## src/rtl/riscv_pkg.sv

```systemverilog
// Shared RISC-V pipeline encodings: ALU operations, forwarding selects and
// writeback sources, used by the decoder, hazard unit and execute stage alike.
package riscv_pkg;

  localparam int XLEN = 32;

  typedef enum logic [2:0] {
    ALU_ADD = 3'b000,
    ALU_SUB = 3'b001,
    ALU_AND = 3'b010,
    ALU_OR  = 3'b011,
    ALU_SLT = 3'b101
  } alu_ctrl_t;

  typedef enum logic [1:0] {
    FWD_REG = 2'b00,
    FWD_WB  = 2'b01,
    FWD_MEM = 2'b10
  } fwd_sel_t;

  typedef enum logic [1:0] {
    RES_ALU = 2'b00,
    RES_MEM = 2'b01,
    RES_PC4 = 2'b10
  } result_src_t;

endpackage

```

## src/rtl/execute_stage_if.sv

```systemverilog
// Signal bundle between decode/hazard logic (master) and the execute stage
// (slave): decode operands and control in, hazard feedback and EX/MEM out.
interface execute_stage_if #(
  parameter int XLEN = riscv_pkg::XLEN
);

  logic            FlushE;
  logic [XLEN-1:0] RD1D, RD2D;
  logic [XLEN-1:0] PCD, PCPlus4D, ImmExtD;
  logic [4:0]      Rs1D, Rs2D, RdD;
  logic            RegWriteD, MemWriteD, JumpD, BranchD, ALUSrcD;
  logic [1:0]      ResultSrcD;
  logic [2:0]      ALUControlD;
  logic [1:0]      ForwardAE, ForwardBE;
  logic [XLEN-1:0] ResultW;

  logic [4:0]      Rs1E, Rs2E, RdE;
  logic            ResultSrcE0;
  logic            PCSrcE;
  logic [XLEN-1:0] PCTargetE;
  logic            RegWriteM, MemWriteM;
  logic [1:0]      ResultSrcM;
  logic [XLEN-1:0] ALUResultM, WriteDataM, PCPlus4M;
  logic [4:0]      RdM;

  modport master (
    output FlushE, RD1D, RD2D, PCD, PCPlus4D, ImmExtD, Rs1D, Rs2D, RdD,
           RegWriteD, MemWriteD, JumpD, BranchD, ALUSrcD, ResultSrcD,
           ALUControlD, ForwardAE, ForwardBE, ResultW,
    input  Rs1E, Rs2E, RdE, ResultSrcE0, PCSrcE, PCTargetE, RegWriteM,
           MemWriteM, ResultSrcM, ALUResultM, WriteDataM, PCPlus4M, RdM
  );

  modport slave (
    input  FlushE, RD1D, RD2D, PCD, PCPlus4D, ImmExtD, Rs1D, Rs2D, RdD,
           RegWriteD, MemWriteD, JumpD, BranchD, ALUSrcD, ResultSrcD,
           ALUControlD, ForwardAE, ForwardBE, ResultW,
    output Rs1E, Rs2E, RdE, ResultSrcE0, PCSrcE, PCTargetE, RegWriteM,
           MemWriteM, ResultSrcM, ALUResultM, WriteDataM, PCPlus4M, RdM
  );

endinterface

```

## src/rtl/execute_stage_alu.sv

```systemverilog
// Combinational XLEN-bit ALU: add, sub, and, or, signed slt; unused codes give 0.
module alu
  import riscv_pkg::*;
#(
  parameter int XLEN = riscv_pkg::XLEN
) (
  input  logic [XLEN-1:0] SrcA,
  input  logic [XLEN-1:0] SrcB,
  input  logic [2:0]      ALUControl,
  output logic [XLEN-1:0] Result,
  output logic            Zero
);

  always_comb begin
    // NOTE: default first so every path assigns Result and no latch is inferred.
    Result = '0;
    case (alu_ctrl_t'(ALUControl))
      ALU_ADD: Result = SrcA + SrcB;
      ALU_SUB: Result = SrcA - SrcB;
      ALU_AND: Result = SrcA & SrcB;
      ALU_OR:  Result = SrcA | SrcB;
      ALU_SLT: Result = {{(XLEN-1){1'b0}}, ($signed(SrcA) < $signed(SrcB))};
      default: Result = '0;
    endcase
  end

  assign Zero = (Result == '0);

endmodule

```

## src/rtl/execute_stage.sv

```systemverilog
// RISC-V execute stage: ID/EX register, operand forwarding, ALU, branch/jump
// resolution and the EX/MEM register feeding the memory stage.
module execute_stage
  import riscv_pkg::*;
#(
  parameter int XLEN = riscv_pkg::XLEN
) (
  input logic           clk,
  input logic           reset,
  execute_stage_if.slave bus
);

  typedef struct packed {
    logic            reg_write;
    logic            mem_write;
    logic            jump;
    logic            branch;
    logic            alu_src;
    logic [1:0]      result_src;
    logic [2:0]      alu_control;
    logic [XLEN-1:0] rd1;
    logic [XLEN-1:0] rd2;
    logic [XLEN-1:0] pc;
    logic [XLEN-1:0] pc_plus4;
    logic [XLEN-1:0] imm_ext;
    logic [4:0]      rs1;
    logic [4:0]      rs2;
    logic [4:0]      rd;
  } idex_t;

  typedef struct packed {
    logic            reg_write;
    logic            mem_write;
    logic [1:0]      result_src;
    logic [XLEN-1:0] alu_result;
    logic [XLEN-1:0] write_data;
    logic [4:0]      rd;
    logic [XLEN-1:0] pc_plus4;
  } exmem_t;

  idex_t           idex;
  exmem_t          exmem;
  logic [XLEN-1:0] src_a, write_data_e, src_b, alu_result_e;
  logic            zero_e;

  // A bubble is the all-zero record: add 0+0 with no writes and no redirect.
  always_ff @(posedge clk) begin
    // NOTE: non-blocking so every pipeline register samples pre-edge values.
    if (reset || bus.FlushE) begin
      idex <= '0;
    end else begin
      idex.reg_write   <= bus.RegWriteD;
      idex.mem_write   <= bus.MemWriteD;
      idex.jump        <= bus.JumpD;
      idex.branch      <= bus.BranchD;
      idex.alu_src     <= bus.ALUSrcD;
      idex.result_src  <= bus.ResultSrcD;
      idex.alu_control <= bus.ALUControlD;
      idex.rd1         <= bus.RD1D;
      idex.rd2         <= bus.RD2D;
      idex.pc          <= bus.PCD;
      idex.pc_plus4    <= bus.PCPlus4D;
      idex.imm_ext     <= bus.ImmExtD;
      idex.rs1         <= bus.Rs1D;
      idex.rs2         <= bus.Rs2D;
      idex.rd          <= bus.RdD;
    end
  end

  // Select 11 is not a legal hazard-unit output and falls back to the register.
  always_comb begin
    src_a = idex.rd1;
    case (fwd_sel_t'(bus.ForwardAE))
      FWD_MEM: src_a = exmem.alu_result;
      FWD_WB:  src_a = bus.ResultW;
      default: src_a = idex.rd1;
    endcase
  end

  always_comb begin
    write_data_e = idex.rd2;
    case (fwd_sel_t'(bus.ForwardBE))
      FWD_MEM: write_data_e = exmem.alu_result;
      FWD_WB:  write_data_e = bus.ResultW;
      default: write_data_e = idex.rd2;
    endcase
  end

  assign src_b = idex.alu_src ? idex.imm_ext : write_data_e;

  alu #(.XLEN(XLEN)) u_alu (
    .SrcA       (src_a),
    .SrcB       (src_b),
    .ALUControl (idex.alu_control),
    .Result     (alu_result_e),
    .Zero       (zero_e)
  );

  // Only beq is decoded, so a taken branch is simply a zero subtract result.
  assign bus.PCSrcE      = idex.jump | (idex.branch & zero_e);
  assign bus.PCTargetE   = idex.pc + idex.imm_ext;
  assign bus.Rs1E        = idex.rs1;
  assign bus.Rs2E        = idex.rs2;
  assign bus.RdE         = idex.rd;
  assign bus.ResultSrcE0 = idex.result_src[0];

  // EX/MEM is never flushed: a redirecting branch still retires into M.
  always_ff @(posedge clk) begin
    if (reset) begin
      exmem <= '0;
    end else begin
      exmem.reg_write  <= idex.reg_write;
      exmem.mem_write  <= idex.mem_write;
      exmem.result_src <= idex.result_src;
      exmem.alu_result <= alu_result_e;
      exmem.write_data <= write_data_e;
      exmem.rd         <= idex.rd;
      exmem.pc_plus4   <= idex.pc_plus4;
    end
  end

  assign bus.RegWriteM  = exmem.reg_write;
  assign bus.MemWriteM  = exmem.mem_write;
  assign bus.ResultSrcM = exmem.result_src;
  assign bus.ALUResultM = exmem.alu_result;
  assign bus.WriteDataM = exmem.write_data;
  assign bus.RdM        = exmem.rd;
  assign bus.PCPlus4M   = exmem.pc_plus4;

endmodule

```

## src/flat_wrapper.sv

```systemverilog
// flat-port wrapper written by rule: the top's interface ports become plain ports
module execute_stage_flat import riscv_pkg::*;
#(
  parameter int XLEN = riscv_pkg::XLEN
)
  (clk, reset, bus_FlushE, bus_RD1D, bus_RD2D, bus_PCD, bus_PCPlus4D, bus_ImmExtD, bus_Rs1D, bus_Rs2D, bus_RdD, bus_RegWriteD, bus_MemWriteD, bus_JumpD, bus_BranchD, bus_ALUSrcD, bus_ResultSrcD, bus_ALUControlD, bus_ForwardAE, bus_ForwardBE, bus_ResultW, bus_Rs1E, bus_Rs2E, bus_RdE, bus_ResultSrcE0, bus_PCSrcE, bus_PCTargetE, bus_RegWriteM, bus_MemWriteM, bus_ResultSrcM, bus_ALUResultM, bus_WriteDataM, bus_PCPlus4M, bus_RdM);
  execute_stage_if #(.XLEN(XLEN)) bus_i ();
  input logic clk;
  input logic reset;
  input wire logic [$bits(bus_i.FlushE)-1:0] bus_FlushE;
  input wire logic [$bits(bus_i.RD1D)-1:0] bus_RD1D;
  input wire logic [$bits(bus_i.RD2D)-1:0] bus_RD2D;
  input wire logic [$bits(bus_i.PCD)-1:0] bus_PCD;
  input wire logic [$bits(bus_i.PCPlus4D)-1:0] bus_PCPlus4D;
  input wire logic [$bits(bus_i.ImmExtD)-1:0] bus_ImmExtD;
  input wire logic [$bits(bus_i.Rs1D)-1:0] bus_Rs1D;
  input wire logic [$bits(bus_i.Rs2D)-1:0] bus_Rs2D;
  input wire logic [$bits(bus_i.RdD)-1:0] bus_RdD;
  input wire logic [$bits(bus_i.RegWriteD)-1:0] bus_RegWriteD;
  input wire logic [$bits(bus_i.MemWriteD)-1:0] bus_MemWriteD;
  input wire logic [$bits(bus_i.JumpD)-1:0] bus_JumpD;
  input wire logic [$bits(bus_i.BranchD)-1:0] bus_BranchD;
  input wire logic [$bits(bus_i.ALUSrcD)-1:0] bus_ALUSrcD;
  input wire logic [$bits(bus_i.ResultSrcD)-1:0] bus_ResultSrcD;
  input wire logic [$bits(bus_i.ALUControlD)-1:0] bus_ALUControlD;
  input wire logic [$bits(bus_i.ForwardAE)-1:0] bus_ForwardAE;
  input wire logic [$bits(bus_i.ForwardBE)-1:0] bus_ForwardBE;
  input wire logic [$bits(bus_i.ResultW)-1:0] bus_ResultW;
  output wire logic [$bits(bus_i.Rs1E)-1:0] bus_Rs1E;
  output wire logic [$bits(bus_i.Rs2E)-1:0] bus_Rs2E;
  output wire logic [$bits(bus_i.RdE)-1:0] bus_RdE;
  output wire logic [$bits(bus_i.ResultSrcE0)-1:0] bus_ResultSrcE0;
  output wire logic [$bits(bus_i.PCSrcE)-1:0] bus_PCSrcE;
  output wire logic [$bits(bus_i.PCTargetE)-1:0] bus_PCTargetE;
  output wire logic [$bits(bus_i.RegWriteM)-1:0] bus_RegWriteM;
  output wire logic [$bits(bus_i.MemWriteM)-1:0] bus_MemWriteM;
  output wire logic [$bits(bus_i.ResultSrcM)-1:0] bus_ResultSrcM;
  output wire logic [$bits(bus_i.ALUResultM)-1:0] bus_ALUResultM;
  output wire logic [$bits(bus_i.WriteDataM)-1:0] bus_WriteDataM;
  output wire logic [$bits(bus_i.PCPlus4M)-1:0] bus_PCPlus4M;
  output wire logic [$bits(bus_i.RdM)-1:0] bus_RdM;
  assign bus_i.FlushE = bus_FlushE;
  assign bus_i.RD1D = bus_RD1D;
  assign bus_i.RD2D = bus_RD2D;
  assign bus_i.PCD = bus_PCD;
  assign bus_i.PCPlus4D = bus_PCPlus4D;
  assign bus_i.ImmExtD = bus_ImmExtD;
  assign bus_i.Rs1D = bus_Rs1D;
  assign bus_i.Rs2D = bus_Rs2D;
  assign bus_i.RdD = bus_RdD;
  assign bus_i.RegWriteD = bus_RegWriteD;
  assign bus_i.MemWriteD = bus_MemWriteD;
  assign bus_i.JumpD = bus_JumpD;
  assign bus_i.BranchD = bus_BranchD;
  assign bus_i.ALUSrcD = bus_ALUSrcD;
  assign bus_i.ResultSrcD = bus_ResultSrcD;
  assign bus_i.ALUControlD = bus_ALUControlD;
  assign bus_i.ForwardAE = bus_ForwardAE;
  assign bus_i.ForwardBE = bus_ForwardBE;
  assign bus_i.ResultW = bus_ResultW;
  assign bus_Rs1E = bus_i.Rs1E;
  assign bus_Rs2E = bus_i.Rs2E;
  assign bus_RdE = bus_i.RdE;
  assign bus_ResultSrcE0 = bus_i.ResultSrcE0;
  assign bus_PCSrcE = bus_i.PCSrcE;
  assign bus_PCTargetE = bus_i.PCTargetE;
  assign bus_RegWriteM = bus_i.RegWriteM;
  assign bus_MemWriteM = bus_i.MemWriteM;
  assign bus_ResultSrcM = bus_i.ResultSrcM;
  assign bus_ALUResultM = bus_i.ALUResultM;
  assign bus_WriteDataM = bus_i.WriteDataM;
  assign bus_PCPlus4M = bus_i.PCPlus4M;
  assign bus_RdM = bus_i.RdM;
  execute_stage #(.XLEN(XLEN)) u_core (.clk(clk), .reset(reset), .bus(bus_i));
endmodule
```

## config.mk

```make
export PLATFORM = sky130hd
export DESIGN_NAME = execute_stage_flat
export DESIGN_NICKNAME = d
export VERILOG_FILES = /design/src/rtl/riscv_pkg.sv /design/src/rtl/execute_stage_if.sv /design/src/rtl/execute_stage_alu.sv /design/src/rtl/execute_stage.sv /design/src/flat_wrapper.sv
export SDC_FILE = /design/constraint.sdc
export NUM_CORES = 1
export LEC_CHECK = 0
export BUFFER_PORTS_ARGS = -buffer_cell sky130_fd_sc_hd__buf_2
export CAP_MARGIN = 20
export CORE_AREA = 2 2 197 199
export CTS_CLUSTER_SIZE = 20
export DETAILED_ROUTE_END_ITERATION = 6
export DIE_AREA = 0 0 199 201
export PLACE_DENSITY = 0.76
export SYNTH_ARGS = -nofsm -noshare
export SYNTH_HDL_FRONTEND = slang
export SYNTH_SLANG_ARGS = --single-unit
```

## constraint.sdc

```tcl
create_clock -name clk -period 4.3 [get_ports clk]
set_input_delay 0.215 -clock clk [delete_from_list [all_inputs] [get_ports clk]]
set_output_delay 0.215 -clock clk [all_outputs]
set_load 0.05 [all_outputs]
```

### After elaboration in Yosys (flattened, before gate mapping)

Index checks and enable logic that the tools add are counted.

| storage, ports and cells | value |
|---|---|
| output and inout port bits | 154 |
| register bits | 290 |

| operators by class | value |
|---|---|
| eq/ne operators | 8 |
| bitwise operators | 4 |
| reductions and logical operators | 3 |
| magnitude comparators | 1 |
| $add $sub $neg | 3 |
| multiplexer cells | 4 |

Operator list:

| operator | count |
|---|---|
| $pmux W32 S5 | 1 |
| $pmux W32 S2 | 2 |
| $add A32 B32 Y32 | 2 |
| $and A32 B32 Y32 | 1 |
| $logic_not A32 Y1 | 1 |
| $lt A32 B32 Y1 | 1 |
| $mux W32 | 1 |
| $or A32 B32 Y32 | 1 |
| $sub A32 B32 Y32 | 1 |
| $eq A3 B2 Y1 const B | 2 |
| $eq A2 B1 Y1 const B | 2 |
| $eq A2 B2 Y1 const B | 2 |
| $eq A3 B1 Y1 const B | 1 |
| $eq A3 B3 Y1 const B | 1 |
| $logic_not A3 Y1 | 1 |
| $and A1 B1 Y1 | 1 |
| $logic_or A1 B1 Y1 | 1 |
| $or A1 B1 Y1 | 1 |

### Depth between registers and ports, before layout

Gate-level depths: netlist of run 1.

| logic depth | value |
|---|---|
| depth in word-level cells | 8 |
| mapped depth | 21 |

### Modules after synthesis

From an unflattened synthesis of run 1, not the netlist that was laid out.

| unflattened totals | value |
|---|---|
| cell total of the unflattened synthesis | 1971 |
| area, all modules | 16283.1 µm² |

By module, submodules not included:

| module | cells each | seq. area each (µm²) | times used | area an instance (µm²) |
|---|---|---|---|---|
| execute_stage | 1153 | 5805.6 | 1 | 10918.0 |
| alu | 818 | 0.0 | 1 | 5365.1 |

### Least setup slack after synthesis of run 1

Ideal clock, no wire load.

| timing path | value |
|---|---|
| path kind | in2out |
| start | input bus_ForwardBE[0] |
| end | output bus_PCSrcE |
| required time | 4.085 ns |
| cell stages on the path | 20 |
| arrival | 4.837 ns |
| slack | -0.752 ns |
| cell sequence | inv_1 ha_1 clkbuf_1 clkbuf_1 a21oi_1 o21ai_0 ha_1 inv_1 fa_1 inv_1 mux4_2 nand2b_1 nand3_1 a2111oi_0 nand4_1 nor4_1 nand4_1 nor4_2 nand4_1 o31ai_2 |

| between the ends | value |
|---|---|
| word-level cells in the longest chain between the ends | 8 |
| elaborated cells between the ends (all ways) | 13 |

RTL lines:

| element | RTL line | text |
|---|---|---|
| start: declaration | flat_wrapper.sv:27 | `input wire logic [$bits(bus_i.ForwardBE)-1:0] bus_ForwardBE;` |
| $eq A2 B1 Y1 or $eq A2 B2 Y1 (tied branches) | execute_stage.sv:82 | `case (fwd_sel_t'(bus.ForwardBE))` |
| $pmux W32 S2 (*) | execute_stage.sv:82 |  |
| $mux W32 (*) | execute_stage.sv:89 | `assign src_b = idex.alu_src ? idex.imm_ext : write_data_e;` |
| $sub A32 B32 Y32, or another cell as far along | execute_stage_alu.sv:19 | `ALU_SUB: Result = SrcA - SrcB;` |
| $pmux W32 S5 (*) | execute_stage_alu.sv:17 | `case (alu_ctrl_t'(ALUControl))` |
| $logic_not A32 Y1 (*) | execute_stage_alu.sv:27 | `assign Zero = (Result == '0);` |
| $and A1 B1 Y1 (*) | execute_stage.sv:100 | `assign bus.PCSrcE = idex.jump \| (idex.branch & zero_e);` |
| $or A1 B1 Y1 (*) | execute_stage.sv:100 |  |
| end: declaration | flat_wrapper.sv:33 | `output wire logic [$bits(bus_i.PCSrcE)-1:0] bus_PCSrcE;` |

Every way passes the cells marked *; elsewhere a longest branch is shown, timed or not.

### Worst setup path in the final report of run 1

| timing path | value |
|---|---|
| start | register u_core.exmem, in the netlist u_core.bus.ALUResultM[2] |
| end | output bus_PCSrcE |

| between the ends | value |
|---|---|
| word-level cells in the longest chain between the ends | 7 |
| elaborated cells between the ends (all ways) | 12 |

RTL lines:

| element | RTL line | text |
|---|---|---|
| start: declaration | execute_stage.sv:42 | `exmem_t exmem;` |
| $pmux W32 S2 | execute_stage.sv:82 |  |
| $mux W32 | execute_stage.sv:89 |  |
| $sub A32 B32 Y32, or another cell as far along | execute_stage_alu.sv:19 |  |
| $pmux W32 S5 (*) | execute_stage_alu.sv:17 |  |
| $logic_not A32 Y1 (*) | execute_stage_alu.sv:27 |  |
| $and A1 B1 Y1 (*) | execute_stage.sv:100 |  |
| $or A1 B1 Y1 (*) | execute_stage.sv:100 |  |

Marks and branches as above.

==> impl_summary.md, run 1 <==
Global route
The wire length of the first global-routing pass is 104200 microns. The remaining global-route overflow is 0. The initial antenna violation count is 3. Across every metal layer, demand over resource in global routing totals 0.3345. The via count of the first global-routing pass came to 18790. Entering global routing, the biggest net connects 115 pins.

Power
Summed over all cells, the static leakage comes to 0.01158 uW. VDD sags by at most 0.5037 mV. Dividing total power by cell area gives a power density of 342.6 nW/um^2.

Placement
Prior to clock tree synthesis, the placed netlist has a worst setup slack of -1.135 ns. Detailed placement finished with a half-perimeter wire length of 48400 microns. In this run the cell area measured after placement is 21200 sq um. The placer congestion estimate is 1.061. The number of port buffers is 377.

Route
After detailed routing, the number of remaining DRC violations is 0. The ratio of routed vias to standard cells is 5.427. After detailed routing, the average wire length per cell comes to 20.58 microns. For this run, the detailed router's first-pass iteration total came to 7.

Wires add up to 68500 microns. Once detail routing completed, the nets flagged for antenna violations numbered 0. In this run, the number of DRC markers left after iteration 0 of detailed routing was 1649. The number of vias after detailed routing is 18070.

CTS
After clock tree synthesis, the clock-pin slew on the worst setup and hold paths is 0.07 ns. The deepest level of the CTS H-tree is 1. In this run the clock root is driven by a sky130_fd_sc_hd__clkbuf_16. The sink count of the clock tree is 290. The clock tree from TritonCTS is done. The number of clock buffers added by TritonCTS is 31.

The maximum buffer depth of the clock tree is 3. The clock insertion delay at the later pin of the skew report is 0.58 ns.

Worst hold path
The min-delay analysis places its worst path in the category input pin to flip-flop.

Yosys
Synthesis instantiated 82 different standard cells from the library. The number of warnings issued by yosys is 0. Ranked by instance count, the synthesized netlist is headed by sky130_fd_sc_hd__dfxtp_1 (290), sky130_fd_sc_hd__and2_1 (196), sky130_fd_sc_hd__nor2_1 (182).

The post-synthesis instance total is 1932. The mean post-synth cell area is 8.335 sq um. The register bit count reported by yosys is 290. Synthesis produced a netlist with a net count of 2303. After synthesis, the cell types taking the most area are sky130_fd_sc_hd__dfxtp_1 (36%), sky130_fd_sc_hd__ha_1 (11%), sky130_fd_sc_hd__and2_1 (7.6%), sky130_fd_sc_hd__nor2_1 (4.2%), sky130_fd_sc_hd__a21oi_1 (4.0%). The summed instance area of the synthesized netlist is 16100 sq um. The most frequent cell after synthesis is sky130_fd_sc_hd__dfxtp_1. The post-synthesis async set-or-reset flop share is 0. The share of the synthesized area in the top cell type is 0.3605.

Yosys mapped a number of flops with a built-in enable equal to 0. The leading area contributor after synthesis is sky130_fd_sc_hd__dfxtp_1. The proportion of synthesized chip area in sequential cells is 0.3605.

The main flop type after synthesis is sky130_fd_sc_hd__dfxtp_1.

STA
Setup violations remaining at the end of the flow were counted as 1. Across the routed clock network, the largest skew measured is 0.02116 ns. Across all setup checks in the final design, the least slack found is -0.8485 ns. The max-slew headroom at the worst pin is 0.3166.

The max-slew violation total from the final report is 0. Setup repair after global routing could not meet its margin everywhere. At the pin with the least slew margin, the transition time is 1.020 ns. Of the available clock period, the critical path in the final layout requires 1.197.

The fmax is 194.2 MHz. Subtracting the final worst setup slack from the clock period gives 5.148 ns. The number of hold violations in the final report was 0.

Worst setup path
The dominant cell type by count on the critical path is sky130_fd_sc_hd__nand4_1. STA classifies the critical path startpoint as a flip-flop. The slowest cell on the critical path is sky130_fd_sc_hd__a221oi_1. The critical path class is flip-flop to output port. The required time of the critical path is 4.09 ns. The signal on the critical path passes through a22oi_1 -> nor2_1 -> a21oi_1 -> o21ai_1 -> ha_1 -> nand2b_1 -> buf_4 -> a221oi_1 -> a2111o_1 -> nand3_1 -> a2111oi_4 -> nand4_1 -> nor4_2 -> nand4_1 -> nor4_4 -> nand4_1 -> o31ai_4 -> buf_12.

At the worst endpoint, the arrival time is 4.93 ns. The maximum net fanout on the critical path is 6. STA classifies the critical path endpoint as an output port. In this design, the stage delay of the slowest critical-path cell is 0.45 ns.

Floorplanning
The floorplan die area is 40000 sq um. The floorplan step defined a core boundary enclosing 38110 sq um. After floorplanning, the core was divided into 72 placement rows. The floorplan die width is 199 microns. The height of the chip is 201 microns. During I/O placement, the number of pins put on the boundary was 378.

The effective utilization at floorplan is 0.4226.

Layout
The share of final-layout standard cells stronger than drive strength 1 is 0.3242. At the end of the flow, the number of nets in the layout was 3157. The growth of design area from synthesis to finish is 51.38%.

Summing all non-filler instances in the final layout gives an area of 24380 sq um.

Run status
The run finished, with violations left. The checks that failed: negative setup slack.

Run
Across the run, the number of max-cap violations was 0.
-- cells by family (layout without fill, tap and decap cells) --
kind of cell / after synthesis / after routing / synth area share
AOI/OAI and AO/OA: 509 / 509 / 0.2106
xor gates and xnor gates: 40 / 40 / 0.02176
adders and majority gates: 147 / 147 / 0.1156
buffers and inverters: 241 / 1119 / 0.06084
DFF: 290 / 290 / 0.3605
muxes: 9 / 9 / 0.006449
other: 0 / 1 / 0
and+or+nand+nor: 696 / 696 / 0.2242
-- report_power, final --
group	switching [uW]	leakage, uW	total (uW)	internal, uW
logic	1570	0.00870	2760	1200
registers	77.2	0.00238	2890	2820
clock network	1220	0.000503	2700	1480
total	2860	0.0116	8350	5490
-- worst paths after layout --
kind | slack, ns | startpoint | cells past startpoint | to
worst min register to register | 0.45 | u_core.idex[179] | 1 | u_core.bus.ResultSrcM[1]
worst max register to register | 0.19 | u_core.bus.ALUResultM[3] | 18 | u_core.bus.ALUResultM[25]
worst min-delay path | 0.11 | bus_ResultW[31] | 5 | u_core.bus.WriteDataM[31]
worst max-delay path | -0.85 | u_core.bus.ALUResultM[2] | 18 | bus_PCSrcE
-- critical path, delay by kind of cell (launching register included) --
family | cells | cell delay, ns
AO/OA/AOI/OAI | 7 | 1.77
adder cells (fa/ha/maj) | 1 | 0.37
buffers and inverters | 2 | 0.31
flip-flops | 1 | 0.31
AND/OR/NAND/NOR | 8 | 1.58
-- metrics by stage --
stage / power [uW] / TNS, ns / hold WS (ns) / util / instances
final: 8352 / -0.8485 / 0.1067 / 0.6397 / 3329
after global routing: 8655 / -1.025 / 0.1392 / 0.6397 / 3329
after CTS: 8253 / -0.8230 / 0.08090 / 0.6378 / 3328
after detailed placement: 5406 / -1.415 / 0.4161 / 0.5562 / 3082
after global placement: 5371 / -1.027 / 0.4133 / 0.5562 / 3082
after floorplan: 4289 / -0.1094 / 0.3367 / - / 1932
-- registers in the layout, indices dropped and copies added, names as in the netlist --
signal / flops
u_core.bus.ALUResultM: 32
u_core.bus.MemWriteM: 1
u_core.bus.PCPlus4M: 32
u_core.bus.RdE: 5
u_core.bus.RdM: 5
u_core.bus.RegWriteM: 1
u_core.bus.ResultSrcE0: 1
u_core.bus.ResultSrcM: 2
u_core.bus.Rs1E: 5
u_core.bus.Rs2E: 5
u_core.bus.WriteDataM: 32
u_core.idex: 169
-- placed cells by master (no fill, tap or decap), drive strengths merged, types with 7 or more instances in the layout --
cell type    Yosys  routed
clkinv           0      13
nand2b          16      16
xor2            10      10
o31ai            9       9
and2           196     196
nor3            24      24
a21oi          131     131
nor2b           60      60
nor2           182     182
a211oi          28      28
o211ai          14      14
o21a            11      11
a22oi           65      65
or3             12      12
a21boi           7       7
a31oi           10      10
mux2i            7       7
inv            115     118
a311oi           9       9
a21o            31      31
ha             144     144
dlygate4sd3      0     185
buf             32     761
a211o            7       7
nand2          123     123
or2              8       8
clkbuf          94      40
dfxtp          290     290
nand3           17      17
xnor2           30      30
o21bai          13      13
o21ai          106     106
nand4           11      11
and3            10      10
nor4            18      18
-- timing repair --
action	in CTS	in global routing
setup endpoints to repair	6	10
pin swaps	17	4
hold buffers	185	0
setup buffers	4	0
resized for setup	44	16
hold endpoints to repair	185	0
-- cell type report --
type | instances | area, sq um
Sequential cell | 290 | 5819
Timing Repair Buffer | 947 | 6714
Clock inverter | 18 | 172.7
Inverter | 115 | 441.7
Tap cell | 518 | 648.1
Clock buffer | 39 | 845.8
Multi-Input combinational cell | 1401 | 9733
Fill cell | 3047 | 13730
Antenna cell | 1 | 2.502
-- metal layers --
metal / track usage / vias up / wire length, microns
met4: 0.1599 / 4 / 3560
met3: 0.07577 / 219 / 5888
met1: 0.4129 / 8546 / 27640
met5: 0 / - / 27
li1: - / 8359 / -
met2: 0.5492 / 940 / 31390
(Power assumes the default switching activity.)
==> run 2, diff against run 1 <==
--- a/config.mk
+++ b/config.mk
@@ -7,11 +7,13 @@
 export LEC_CHECK = 0
 export BUFFER_PORTS_ARGS = -buffer_cell sky130_fd_sc_hd__buf_2
 export CAP_MARGIN = 20
-export CORE_AREA = 2 2 197 199
+export CELL_PAD_IN_SITES_DETAIL_PLACEMENT = 2
+export CELL_PAD_IN_SITES_GLOBAL_PLACEMENT = 2
+export CORE_AREA = 2 2 239 241
 export CTS_CLUSTER_SIZE = 20
 export DETAILED_ROUTE_END_ITERATION = 6
-export DIE_AREA = 0 0 199 201
-export PLACE_DENSITY = 0.76
+export DIE_AREA = 0 0 241 243
+export PLACE_DENSITY = 0.85
 export SYNTH_ARGS = -nofsm -noshare
 export SYNTH_HDL_FRONTEND = slang
 export SYNTH_SLANG_ARGS = --single-unit
==> impl_summary.md, run 2 (same netlist as run 1, synthesis figures left out) <==
STA
The max-slew violation total from the final report came to 0. Setup repair after global routing could not meet its margin everywhere. The clock period minus worst slack is 6.742 ns. Static timing analysis puts the maximum clock frequency at 148.3 MHz. For the pin with the worst max-slew slack, the measured transition is 1.110 ns.

Hold timing on the final database bottoms out at a slack of 0.01377 ns. The number of hold violations in the final report is 0. For the final database, setup skew stands at 0.03866 ns. Setup violations remaining at the end of the flow were counted as 23. After layout, the worst setup slack is -2.442 ns. The max-slew headroom at the worst pin is 0.2520. The period utilization is 1.568.

Global route
The pin count of the biggest net entering global routing is 135. The via count of the first global-routing pass was 24250. The total routing usage reported by global routing is 0.4489. The initial antenna violation count was 16. After global routing the overflow that remains totals 0. The first global-routing pass estimated 190600 microns of wire.

Layout
The register with the most flip-flops in the layout has 169 of them. In the layout the commonest cells are sky130_fd_sc_hd__buf_4 (451), sky130_fd_sc_hd__buf_2 (368), sky130_fd_sc_hd__dfxtp_1 (277). For this run, the share of the core covered by cells in the final layout is 0.4723. The finished cells cover 26420 sq um. The finished layout holds 3665 standard cells, fillers aside.

In the final layout, flip-flops and latches occupy 5827 sq um. Summing all multi-input logic gate instances after layout gives 10470 sq um. More flip-flops sit in one register than any other, and that register is u_core.idex.

The growth of design area from synthesis to finish is 64.09%. The library cell used most frequently in the layout, excluding fill and tap cells, is sky130_fd_sc_hd__buf_4. After filler insertion, the fill cell instance count of the layout stands at 6053. Of the cells placed in the final design, the portion with a size suffix greater than 1 is 0.3901. The number of nets in the finished design is 3247.

CTS
The register clock-pin slew on the reported worst setup and hold paths is 0.07 ns. The root buffer cell is sky130_fd_sc_hd__clkbuf_16. The clock tree from TritonCTS is done.

In this run the deepest clock path goes through 3 buffers. The sink count of the clock tree is 290. The deepest level of the CTS H-tree is 2. The clock buffer count from CTS is 36. The clock reaches the later pin of the worst-skew pair after 0.61 ns.

Power
The leakage power figure is 0.01225 uW. The total design power is 10380 uW. IR analysis of the VDD net gives a maximum drop of 0.2971 mV. The power per cell area is 392.7 nW/um^2.

Worst setup path
The required time of the critical path is 4.09 ns. The cell class contributing the biggest share of worst-path delay is compound AO/OA/AOI/OAI gates. STA classifies the critical path startpoint as an input pin.

The slowest cell on the critical path is sky130_fd_sc_hd__o211ai_1. The signal on the critical path passes through buf_2 -> inv_4 -> ha_4 -> buf_4 -> a22oi_2 -> nor2_1 -> a21oi_1 -> o21ai_2 -> ha_1 -> buf_4 -> nor2b_1 -> o211ai_1 -> nand2_1 -> a22oi_1 -> o311a_1 -> nand2_1 -> nor4_4 -> nand4_1 -> nor4_4 -> nand4_1 -> o31ai_4 -> buf_12. The maximum net fanout on the critical path is 10. At the worst endpoint, the arrival time is 6.53 ns. The largest stage delay on the critical path is 0.59 ns.

The worst setup path is of the input pin to output port kind. The number of buffers and inverters on the critical path is 5. The worst setup path is captured at an output port.

Route
The average wire per standard cell is 39.68 microns. After the first detailed-routing iteration, the DRC count stood at 3024. The count of nets left with antenna violations once routing finished came out at 0. The first detailed-routing pass took 6 iterations. The count of unresolved DRC violations after routing is 0. Summed over all layers, the routed wires come to 145400 microns.

Across all layers, the routed design uses 23000 vias. Using the TritonRoute via totals, the vias-per-cell ratio works out to 6.274.

Floorplanning
The floorplan has 87 rows. The number of primary I/O pins is 378. The area of the placeable core is 55950 sq um. The height of the chip is 243 microns. The effective utilization at floorplan is 0.2878.

The floorplan die area is 58560 sq um. The floorplan die width is 241 microns.

Placement
Once placement finished, the instance area stood at 21950 sq um. The half-perimeter wire length of the detailed placement result is 70310 microns. The total placed cells including tap cells is 3367. Routability-driven placement finished with a final weighted congestion of 0.9609. During placement, the flow inserted port buffers numbering 377.

Run status
The run finished, with violations left. The checks that failed: negative setup slack.

Run
The number of max-capacitance violations reported is 0.

Worst hold path
The path class of the lowest-slack min-delay path is input pin to flip-flop.
-- run 2: area by class of cell --
class	count	share of cell area
sequential	290	0.2205
inverter	115	0.01671
timing repair buffer	1032	0.2845
clock buffer	46	0.03779
clock inverter	15	0.007623
multi-input combinational	1401	0.3961
antenna	10	0.0009470
tap	756	0.03580
-- run 2: worst min-delay path: stages --
cell	delay, ns
sky130_fd_sc_hd__buf_2	0.13
sky130_fd_sc_hd__nor2_4	0.06
sky130_fd_sc_hd__and2_1	0.15
-- run 2: layer usage --
layer | GRT usage | part of all wire
met5 | 0 | 0.00054
met4 | 0.2386 | 0.079
met3 | 0.1549 | 0.13
met2 | 0.6853 | 0.43
met1 | 0.5526 | 0.36
-- run 2: worst paths after layout --
check	slack (ns)	cells after the start	start	end
setup reg to reg	-0.70	14	u_core.bus.ALUResultM[15]	u_core.bus.ALUResultM[28]
setup / recovery	-2.44	22	bus_ForwardBE[1]	bus_PCSrcE
hold / removal	0.01	3	bus_FlushE	u_core.idex[59]
hold reg to reg	0.46	1	u_core.idex[58]	u_core.bus.PCPlus4M[11]
-- run 2: metrics by stage --
step	setup WS, ns	TNS [ns]
final	-2.442	-7.484
after global routing	-2.257	-6.715
after CTS	-1.028	-2.051
after floorplan	-0.1094	-0.1094
after global placement	-1.234	-2.726
after detailed placement	-1.415	-4.927
-- run 2: what timing repair did --
item	in CTS	in global routing
hold buffers	184	1
setup buffers	36	21
endpoints found under the hold margin	184	1
pin swaps	21	55
gates resized for setup	111	143
endpoints found under the setup margin	17	26
-- run 2: power by group --
part / total (uW) / switching, uW / internal (uW)
combinational: 3860 / 2450 / 1410
sequential: 2950 / 134 / 2820
clock: 3570 / 1670 / 1900
total: 10400 / 4250 / 6120
